### config.mk
export PLATFORM = sky130hd
export DESIGN_NAME = ram_arbiter_flat
export DESIGN_NICKNAME = d
export VERILOG_FILES = /design/src/rtl/cpu_types_pkg.sv /design/src/rtl/ram_arbiter_if.sv /design/src/rtl/ram_arbiter.sv /design/src/flat_wrapper.sv
export SDC_FILE = /design/constraint.sdc
export NUM_CORES = 1
export LEC_CHECK = 0
export BUFFER_PORTS_ARGS = -buffer_cell sky130_fd_sc_hd__buf_2
export CORE_AREA = 5 5 157 159
export DETAILED_ROUTE_END_ITERATION = 10
export DIE_AREA = 0 0 162 164
export GPL_ROUTABILITY_DRIVEN = 0
export PLACE_DENSITY_LB_ADDON = 0.2
export SETUP_SLACK_MARGIN = 0.02
export SYNTH_ARGS = -nofsm -noshare
export SYNTH_HDL_FRONTEND = slang
export SYNTH_SLANG_ARGS = --single-unit
### constraint.sdc
create_clock -name CLK -period 8.9 [get_ports CLK]
set_clock_uncertainty 0.2 [all_clocks]
set_input_delay 2.225 -clock CLK [delete_from_list [all_inputs] [get_ports CLK]]
set_output_delay 2.225 -clock CLK [all_outputs]
set_load 0.01 [all_outputs]
### src/rtl/cpu_types_pkg.sv
// rtl/cpu_types_pkg.sv - shared CPU/RAM type definitions
package cpu_types_pkg;

    typedef enum logic [1:0] {
        FREE   = 2'b00,
        BUSY   = 2'b01,
        ACCESS = 2'b10,
        ERROR  = 2'b11
    } ramstate_t;

endpackage

### src/rtl/ram_arbiter_if.sv
// rtl/ram_arbiter_if.sv - requester and RAM-port bundle for ram_arbiter
interface ram_arbiter_if #(
    parameter int NREQ = 4
);

    logic [NREQ-1:0]        req;
    logic [NREQ-1:0]        wen;
    logic [NREQ-1:0]        blk;
    logic [NREQ-1:0][31:0]  addr;
    logic [NREQ-1:0][31:0]  wdata;
    logic [NREQ-1:0]        rwait;
    logic [NREQ-1:0]        grant;
    logic                   rbeat;
    logic [31:0]            rdata;
    logic                   ramREN;
    logic                   ramWEN;
    logic [31:0]            ramaddr;
    logic [31:0]            ramstore;
    logic [31:0]            ramload;
    cpu_types_pkg::ramstate_t ramstate;

    modport master (
        output req, wen, blk, addr, wdata, ramload, ramstate,
        input  rwait, grant, rbeat, rdata, ramREN, ramWEN, ramaddr, ramstore
    );

    modport slave (
        input  req, wen, blk, addr, wdata, ramload, ramstate,
        output rwait, grant, rbeat, rdata, ramREN, ramWEN, ramaddr, ramstore
    );

endinterface

### src/rtl/ram_arbiter.sv
// rtl/ram_arbiter.sv - round-robin arbiter sharing one RAM port between NREQ requesters
module ram_arbiter #(
    parameter int NREQ = 4
) (
    input  logic          CLK,
    input  logic          nRST,
    ram_arbiter_if.slave  bus
);

    import cpu_types_pkg::*;

    localparam int IW = $clog2(NREQ);

    localparam logic [1:0] IDLE  = 2'd0;
    localparam logic [1:0] BEAT0 = 2'd1;
    localparam logic [1:0] BEAT1 = 2'd2;

    localparam logic [IW-1:0] LAST_RST = IW'(NREQ - 1);

    logic [1:0]    state;
    logic [IW-1:0] owner;
    logic [IW-1:0] last;
    logic [IW-1:0] winner;
    logic [IW-1:0] idx;
    logic          any_req;
    logic          active;
    logic          live;
    logic          done;
    logic [31:0]   base;

    // Search begins just past the previous owner so it ranks last next round.
    always_comb begin
        winner  = last;
        any_req = 1'b0;
        idx     = '0;
        for (int i = 1; i <= NREQ; i++) begin
            idx = IW'((int'(last) + i) % NREQ);
            if (!any_req && bus.req[idx]) begin
                any_req = 1'b1;
                winner  = idx;
            end
        end
    end

    always_comb begin
        active = (state == BEAT0) || (state == BEAT1);
        live   = active && bus.req[owner];
        done   = live && (bus.ramstate == ACCESS);
        base   = {bus.addr[owner][31:2], 2'b00};
    end

    assign bus.rdata = bus.ramload;

    // A dropped owner request kills the RAM enables in the same cycle.
    always_comb begin
        bus.grant    = '0;
        bus.rwait    = '1;
        bus.ramREN   = 1'b0;
        bus.ramWEN   = 1'b0;
        bus.ramaddr  = 32'h0;
        bus.ramstore = 32'h0;
        bus.rbeat    = (state == BEAT1);
        if (active) begin
            bus.grant[owner] = 1'b1;
            bus.ramaddr      = (state == BEAT1) ? base + 32'd4 : base;
            bus.ramstore     = bus.wdata[owner];
        end
        if (live) begin
            bus.ramREN = ~bus.wen[owner];
            bus.ramWEN = bus.wen[owner];
        end
        if (done) begin
            bus.rwait[owner] = 1'b0;
        end
    end

    always_ff @(posedge CLK or negedge nRST) begin
        if (!nRST) begin
            state <= IDLE;
            owner <= '0;
            last  <= LAST_RST;
        end else begin
            case (state)
                IDLE: begin
                    if (any_req) begin
                        owner <= winner;
                        state <= BEAT0;
                    end
                end
                BEAT0: begin
                    if (!bus.req[owner]) begin
                        state <= IDLE;
                        last  <= owner;
                    end else if (done) begin
                        if (bus.blk[owner]) begin
                            state <= BEAT1;
                        end else begin
                            state <= IDLE;
                            last  <= owner;
                        end
                    end
                end
                BEAT1: begin
                    if (!bus.req[owner] || done) begin
                        state <= IDLE;
                        last  <= owner;
                    end
                end
                default: state <= IDLE;
            endcase
        end
    end

endmodule

### src/flat_wrapper.sv
// flat-port wrapper written by rule: the top's interface ports become plain ports
module ram_arbiter_flat import cpu_types_pkg::*;
#(
    parameter int NREQ = 4
)
  (CLK, nRST, bus_req, bus_wen, bus_blk, bus_addr, bus_wdata, bus_ramload, bus_ramstate, bus_rwait, bus_grant, bus_rbeat, bus_rdata, bus_ramREN, bus_ramWEN, bus_ramaddr, bus_ramstore);
  ram_arbiter_if #(.NREQ(NREQ)) bus_i ();
  input  logic CLK;
  input  logic nRST;
  input wire logic [$bits(bus_i.req)-1:0] bus_req;
  input wire logic [$bits(bus_i.wen)-1:0] bus_wen;
  input wire logic [$bits(bus_i.blk)-1:0] bus_blk;
  input wire logic [$bits(bus_i.addr)-1:0] bus_addr;
  input wire logic [$bits(bus_i.wdata)-1:0] bus_wdata;
  input wire logic [$bits(bus_i.ramload)-1:0] bus_ramload;
  input wire logic [$bits(bus_i.ramstate)-1:0] bus_ramstate;
  output wire logic [$bits(bus_i.rwait)-1:0] bus_rwait;
  output wire logic [$bits(bus_i.grant)-1:0] bus_grant;
  output wire logic [$bits(bus_i.rbeat)-1:0] bus_rbeat;
  output wire logic [$bits(bus_i.rdata)-1:0] bus_rdata;
  output wire logic [$bits(bus_i.ramREN)-1:0] bus_ramREN;
  output wire logic [$bits(bus_i.ramWEN)-1:0] bus_ramWEN;
  output wire logic [$bits(bus_i.ramaddr)-1:0] bus_ramaddr;
  output wire logic [$bits(bus_i.ramstore)-1:0] bus_ramstore;
  assign bus_i.req = bus_req;
  assign bus_i.wen = bus_wen;
  assign bus_i.blk = bus_blk;
  assign bus_i.addr = bus_addr;
  assign bus_i.wdata = bus_wdata;
  assign bus_i.ramload = bus_ramload;
  assign bus_i.ramstate = bus_ramstate;
  assign bus_rwait = bus_i.rwait;
  assign bus_grant = bus_i.grant;
  assign bus_rbeat = bus_i.rbeat;
  assign bus_rdata = bus_i.rdata;
  assign bus_ramREN = bus_i.ramREN;
  assign bus_ramWEN = bus_i.ramWEN;
  assign bus_ramaddr = bus_i.ramaddr;
  assign bus_ramstore = bus_i.ramstore;
  ram_arbiter #(.NREQ(NREQ)) u_core (.CLK(CLK), .nRST(nRST), .bus(bus_i));
endmodule
* After elaboration in Yosys (flattened, before gate mapping)
Cells that the tools add are included.
** Operators by class
- Muxes and demuxes :: 46
- Add/sub/neg operators :: 5
- Equal/unequal tests :: 7
- Order comparisons :: 6
- Reduce and logical (&&, ||, !) cells :: 17
- Bitwise logic cells :: 2
** Operator list (count)
- $mux 32 :: 5
- $bmux 32 s2 :: 2
- $add 32x3->32 const B :: 1
- $mux 2 :: 13
- $lt 2x3->1 const B :: 5
- $bmux 1 s2 :: 7
- $mux 1 :: 14
- $mux 4 :: 2
- $logic_and 1x1->1 :: 6
- $pmux 2 s3 :: 1
- $add 2x1->2 const B :: 2
- $add 2x2->2 const B :: 2
- $eq 2x2->1 const B :: 2
- $logic_not 1->1 :: 4
- $ne 2x1->1 const B :: 2
- $not 4->4 :: 1
- $pmux 2 s2 :: 1
- $reduce_and 4->1 :: 1
- $ne 3x2->1 const B :: 1
- $ne 3x3->1 const B :: 1
- $reduce_and 3->1 :: 1
- $demux 1 s2 :: 1
- $eq 2x1->1 const B :: 1
- $ge 2x1->1 const B :: 1
- other kinds (5) :: 6
** Storage, ports and cells
- Register bits after elaboration :: 6
- Bits of input ports :: 304
- Word-level logic and storage cells :: 86
- Output and inout port bits :: 107

* Longest topological paths before layout
- Word-level depth :: 15
- Depth in mapped cells :: 8

* Worst setup path after synthesis
OpenSTA, ideal clock, no wires.
- Path kind :: in2out
- Start :: input bus_addr[34]
- End :: output bus_ramaddr[22]
- Setup slack :: 2635 ps
- Arrival time :: 3840 ps
- Stages :: 6
- Cell sequence :: mux4_2 -> ha_1 -> and2_1 -> nand4_1 -> or4_1 -> a21oi_1
** Between the ends
- Cells in the longest elaborated chain, start to end :: 5
** Ends and longest elaborated chain
- start, declared :: RTL line flat_wrapper.sv:13 : input wire logic [$bits(bus_i.addr)-1:0] bus_addr;
- $bmux 32 s2 :: RTL line ram_arbiter.sv:49 : base = {bus.addr[owner][31:2], 2'b00};
- $mux 32 (not written as such) :: RTL line ram_arbiter.sv:49
- $add 32x3->32 :: RTL line ram_arbiter.sv:65 : bus.ramaddr = (state == BEAT1) ? base + 32'd4 : base;
- $mux 32 :: RTL line ram_arbiter.sv:65
- $mux 32 :: RTL line ram_arbiter.sv:63 : if (active) begin
- end, declared :: RTL line flat_wrapper.sv:23 : output wire logic [$bits(bus_i.ramaddr)-1:0] bus_ramaddr;
No other way between the ends. The select of a mux whose other input is x is not followed.

* Final worst setup path
- Start :: input bus_addr[2]
- End :: output bus_ramaddr[20]
The elaborated chain is that of the path after synthesis.

==> results <==
- The first global-routing pass estimated 24700 µm of wire.
- The total wirelength of the detailed-routed design is 17000 µm.
- The area growth from synthesis to layout is 53.1%.
- The most used flip-flop cell after synthesis is sky130_fd_sc_hd__dfrtp_1.
- The signal on the critical path passes through buf_2 -> mux4_2 -> ha_1 -> and2_1 -> nand4_1 -> nor3_2 -> nand3_1 -> mux2i_1 -> buf_2.
- The count of endpoints failing hold in the final timing report is 0.
- The reported max-cap violation count is 0.
- The post-synthesis cell type with the largest combined area is sky130_fd_sc_hd__mux4_2.
- The data required time at the worst endpoint is 6.48 ns.
- In this run the critical register-to-register path is captured at u_core.last[1]$_DFFE_PN1P_.
- The number of distinct library cell variants in the gate-level netlist after synthesis is 49.
- In this run, the number of DRC markers left after iteration 0 of detailed routing was 112.
- For this design the static power due to leakage is about 2.5 nW.
- Of the post-synthesis cell area, the part taken by muxes is 47.6%.
- The run finished with clean final reports.
- The type of element launching the critical path is an input pin.
- In this run, synthesis inferred 0 flip-flops with an integrated enable.
- The min-delay analysis places its worst path in the category reg -> reg.
- The clock share of power is 4.5%.
- Clock-pin slew was measured on the worst setup and hold paths at 0.03 ns.
- The placeable core region is 0.0231 mm².
- The share of synthesized area in the top cell type comes to 37.5%.
- The detailed placement HPWL is 14700 µm.
- The number of setup buffers added after CTS is 0.
- The final cycle utilization of the critical path is 77.3%.
- After detailed routing, the number of remaining DRC violations is 0.
- The relative slew slack is 52.8%.
- After routing, the total negative slack on setup checks comes to 0 ns.
- Internal power comes to 0.000766 W.
- The average detailed-routed wire length per instance is around 19 µm.
- Sequential cells account for around 8.3% of the total power.
- The part of the power in combinational logic is 87.1%.
- The share of synthesized cell area in full adder, half adder and majority cells is between 1 and 1.5%.
- The number of global-route vias before repair is 4376.
- The total congestion overflow after global routing is 0.
- The worst register-to-register path has a setup slack of 5.81 ns.
- Of the total power, the share spent switching nets is 52.4%.
- For the finished layout, the period the worst path requires is about 6.9 ns.
- Summing the areas of all and, or, nand and nor instances in the mapped netlist gives around 25% of the synthesized area.
- The number of iterations in the first detailed-routing pass is 4.
- The placed instance area is between 0.005 and 0.006 mm².
- Measured along the y axis, the die boundary spans 164 µm.
- The number of clock buffers added by TritonCTS is 3.
- Buffers placed on the I/O ports in this run total around 340.
- The average instance in the mapped netlist occupies about 10 µm².
- The count of cells in the finished layout, fillers not included, comes to 915.
- After the last flow step, the layout net total stands at 934.
- In this design, the stage delay of the slowest critical-path cell is approximately 0.56 ns.
- In this design, the largest share of critical-path delay is due to simple AND/OR/NAND/NOR gates.
- The critical path contains buffers and inverters numbering 2 combined.
- The cell count after synthesis is between 300 and 400.
- In the post-synthesis netlist, the biggest area contributors are sky130_fd_sc_hd__mux4_2 (37%), sky130_fd_sc_hd__buf_4 (7.6%), sky130_fd_sc_hd__mux4_1 (7.0%), sky130_fd_sc_hd__and2_1 (6.5%), sky130_fd_sc_hd__xnor2_1 (3.1%).
- The later pin in the worst-skew pair is clocked with a latency of 0.22 ns.
- The worst hold path passes through 2 cells.
- CTS saw 6 sinks.
- The critical path's most frequent cell is sky130_fd_sc_hd__buf_2.
- The sequential fraction of the synthesis area is under 10%.
- After Yosys synthesis, XOR and XNOR cells account for 3.90% of the synthesized area.
- The total routing usage reported by global routing is a little under an eighth.
- The endpoint type of the worst setup path is an output port.
- In the routed layout, each cell is associated on average with a via count of ~4.4.
- The critical path is of the in -> out type.
- The count of final max-slew check failures was 0.
- The count of instances resized after the clock tree is built is 0.
- In this run the critical register-to-register path is launched from u_core.owner[0]$_DFFE_PN0P_.
- For the pin with the worst max-slew slack, the measured transition is around 0.71 ns.
- The number of instances in the placed design is 911.
- The count of antenna diodes in the layout is 0.
- The die is 162 µm wide.
- The maximum buffer depth of the clock tree is 2.
- CTS placed an instance of sky130_fd_sc_hd__clkbuf_16 at the clock tree root.
- For this run, the number of Yosys warnings is 0.
- The post-synthesis async set-or-reset flop share is 100%.
- The total number of vias is approximately 4000.
- The proportion of layout cells with a drive suffix above 1 is between 60% and 70%.
- The timing-limited maximum frequency is 145 MHz.
- The area of the mapped netlist is 0.00336 mm².
- Data on the critical path arrives at its endpoint at roughly 4.5 ns.
- In this run the count of I/O pins placed on the die edge is 411.
- The commonest cells after synthesis are sky130_fd_sc_hd__mux4_2 (56), sky130_fd_sc_hd__and2_1 (35), sky130_fd_sc_hd__buf_4 (34).
- The power density over the cells is 312 mW/mm².
- The most frequently used cell type in the post-synthesis netlist is sky130_fd_sc_hd__mux4_2.
- For this configuration, the core starts out at a cell density of 14.6%.
- The number of H-tree branching levels is 1.
- Measured in cells, the most critical reg-to-reg path has a length of 5.
- Setup violations remaining at the end of the flow were counted as 0.
- For this design, the slowest cell found on the critical path is sky130_fd_sc_hd__nor3_2.
- TritonCTS built the clock tree.
- The initial antenna violation count was 1.
- In this run, post-CTS hold repair placed 0 buffers.
- The end point of the most critical hold path is u_core.state[1]$_DFFE_PN0P_.
- The critical path starts at bus_addr[2].
- Counting buffers and inverters, the worst setup path is 9 cells deep.
- VDD sags by at most between 0.1 and 0.15 mV.
- The final hold slack is ~0.38 ns.
- Once detail routing completed, the nets flagged for antenna violations numbered 0.
- Once layout is done, the placed cells without fillers occupy between 0.005 and 0.006 mm².
- The initialized floorplan defines 56 standard-cell rows.
- The startpoint of the tightest hold check path is u_core.state[1]$_DFFE_PN0P_.
- The analysis attributes to net switching a power of between 0.0008 and 0.0009 W.
- Setup repair after global routing left no endpoint under its margin.
- The maximum number of pins on one net before global-route repair is 40.
- Along the worst path, the maximum fanout reaches 8.
- After synthesis the netlist holds a flip-flop and latch count of 6.
- Summing the areas of all compound-gate instances in the mapped netlist gives 5.47% of the synthesized area.
- The largest family of logic cells by synthesized area is multiplexers.
- The area of the die is 0.0266 mm².
==> worst register-to-register path, cell delays in order, from the launching register on <==
cell	delay, ns
sky130_fd_sc_hd__dfrtp_4	0.88
sky130_fd_sc_hd__buf_4	0.69
sky130_fd_sc_hd__mux4_2	0.65
sky130_fd_sc_hd__nand3_1	0.12
sky130_fd_sc_hd__nand3b_1	0.15
sky130_fd_sc_hd__mux2_2	0.32
==> sequential cells by signal, indices dropped and copies added (netlist names) <==
signal        count
u_core.owner      2
u_core.state      2
u_core.last       2
==> placed cells by master (no fill, tap or decap), drive strengths merged, types with 3 or more instances in the layout <==
cell type	count
clkbuf	4
inv	5
xor2	3
a41o	4
nor2	25
ha	4
mux4	65
nor4	6
mux2i	8
and4	3
dfrtp	4
nor3b	5
a31oi	4
and3	5
nor3	8
buf	340
xnor2	12
nand3	10
or3	3
nand2	20
nand3b	4
nand4	9
a21oi	8
and2	35
o21ai	6
nand2b	8
==> per-stage QoR <==
stage / util, % / power [W] / worst slack (ns)
2_1_floorplan: - / 0.00107 / 2.64
3_3_place_gp: 21.9 / 0.00158 / 1.96
3_5_place_dp: 21.9 / 0.00158 / 1.97
4_1_cts: 22.3 / 0.00166 / 1.95
5_1_grt: 22.3 / 0.00177 / 1.82
6_report: 22.3 / 0.00161 / 2.02
==> cell type report <==
type	instances	area, µm²
Clock buffer	4	78.8
Fill cell	2601	18000
Inverter	5	18.8
Multi-Input combinational cell	270	2820
Sequential cell	6	160
Tap cell	290	363
Timing Repair Buffer	340	1710
==> power by group through the flow <==
stage	Sequential, W	Combinational (W)	Clock [W]
floorplan	0.0000543	0.00102	0
global route	0.000146	0.00155	0.0000761
global placement	0.000139	0.00144	0
finish	0.000134	0.00140	0.0000731
CTS	0.000139	0.00145	0.0000744
detailed placement	0.000139	0.00144	0
==> how the worst max path moves through the flow <==
stage,to,slack [ns]
floorplan,bus_ramaddr[22],2.64
global placement,bus_ramaddr[20],1.96
detailed placement,bus_ramaddr[20],1.97
CTS,bus_ramaddr[20],1.95
global route,bus_ramaddr[20],1.82
finish,bus_ramaddr[20],2.02
==> cell families (layout without fill, tap and decap cells) <==
| kind of cell | count (synthesis) | after routing |
|---|---|---|
| other | 1 | 2 |
| AO/OA/AOI/OAI | 28 | 28 |
| adder cells (fa/ha/maj) | 4 | 4 |
| flip-flops | 6 | 6 |
| XOR/XNOR | 15 | 15 |
| buffers and inverters | 63 | 349 |
| AND/OR/NAND/NOR | 146 | 146 |
| multiplexers | 75 | 75 |
==> per-layer routing <==
metal  vias to the layer above  wire (µm)  global-route usage [%]  part of all wire (%)
met4                         2         68                   0.961                  0.40
met2                       204       9110                    22.7                    54
li1                       1866          -                       -                     -
met5                         -         13                       0                 0.077
met3                        12       1300                    2.58                   7.7
met1                      1900       6500                    13.9                    38
(Power assumes the default switching activity.)
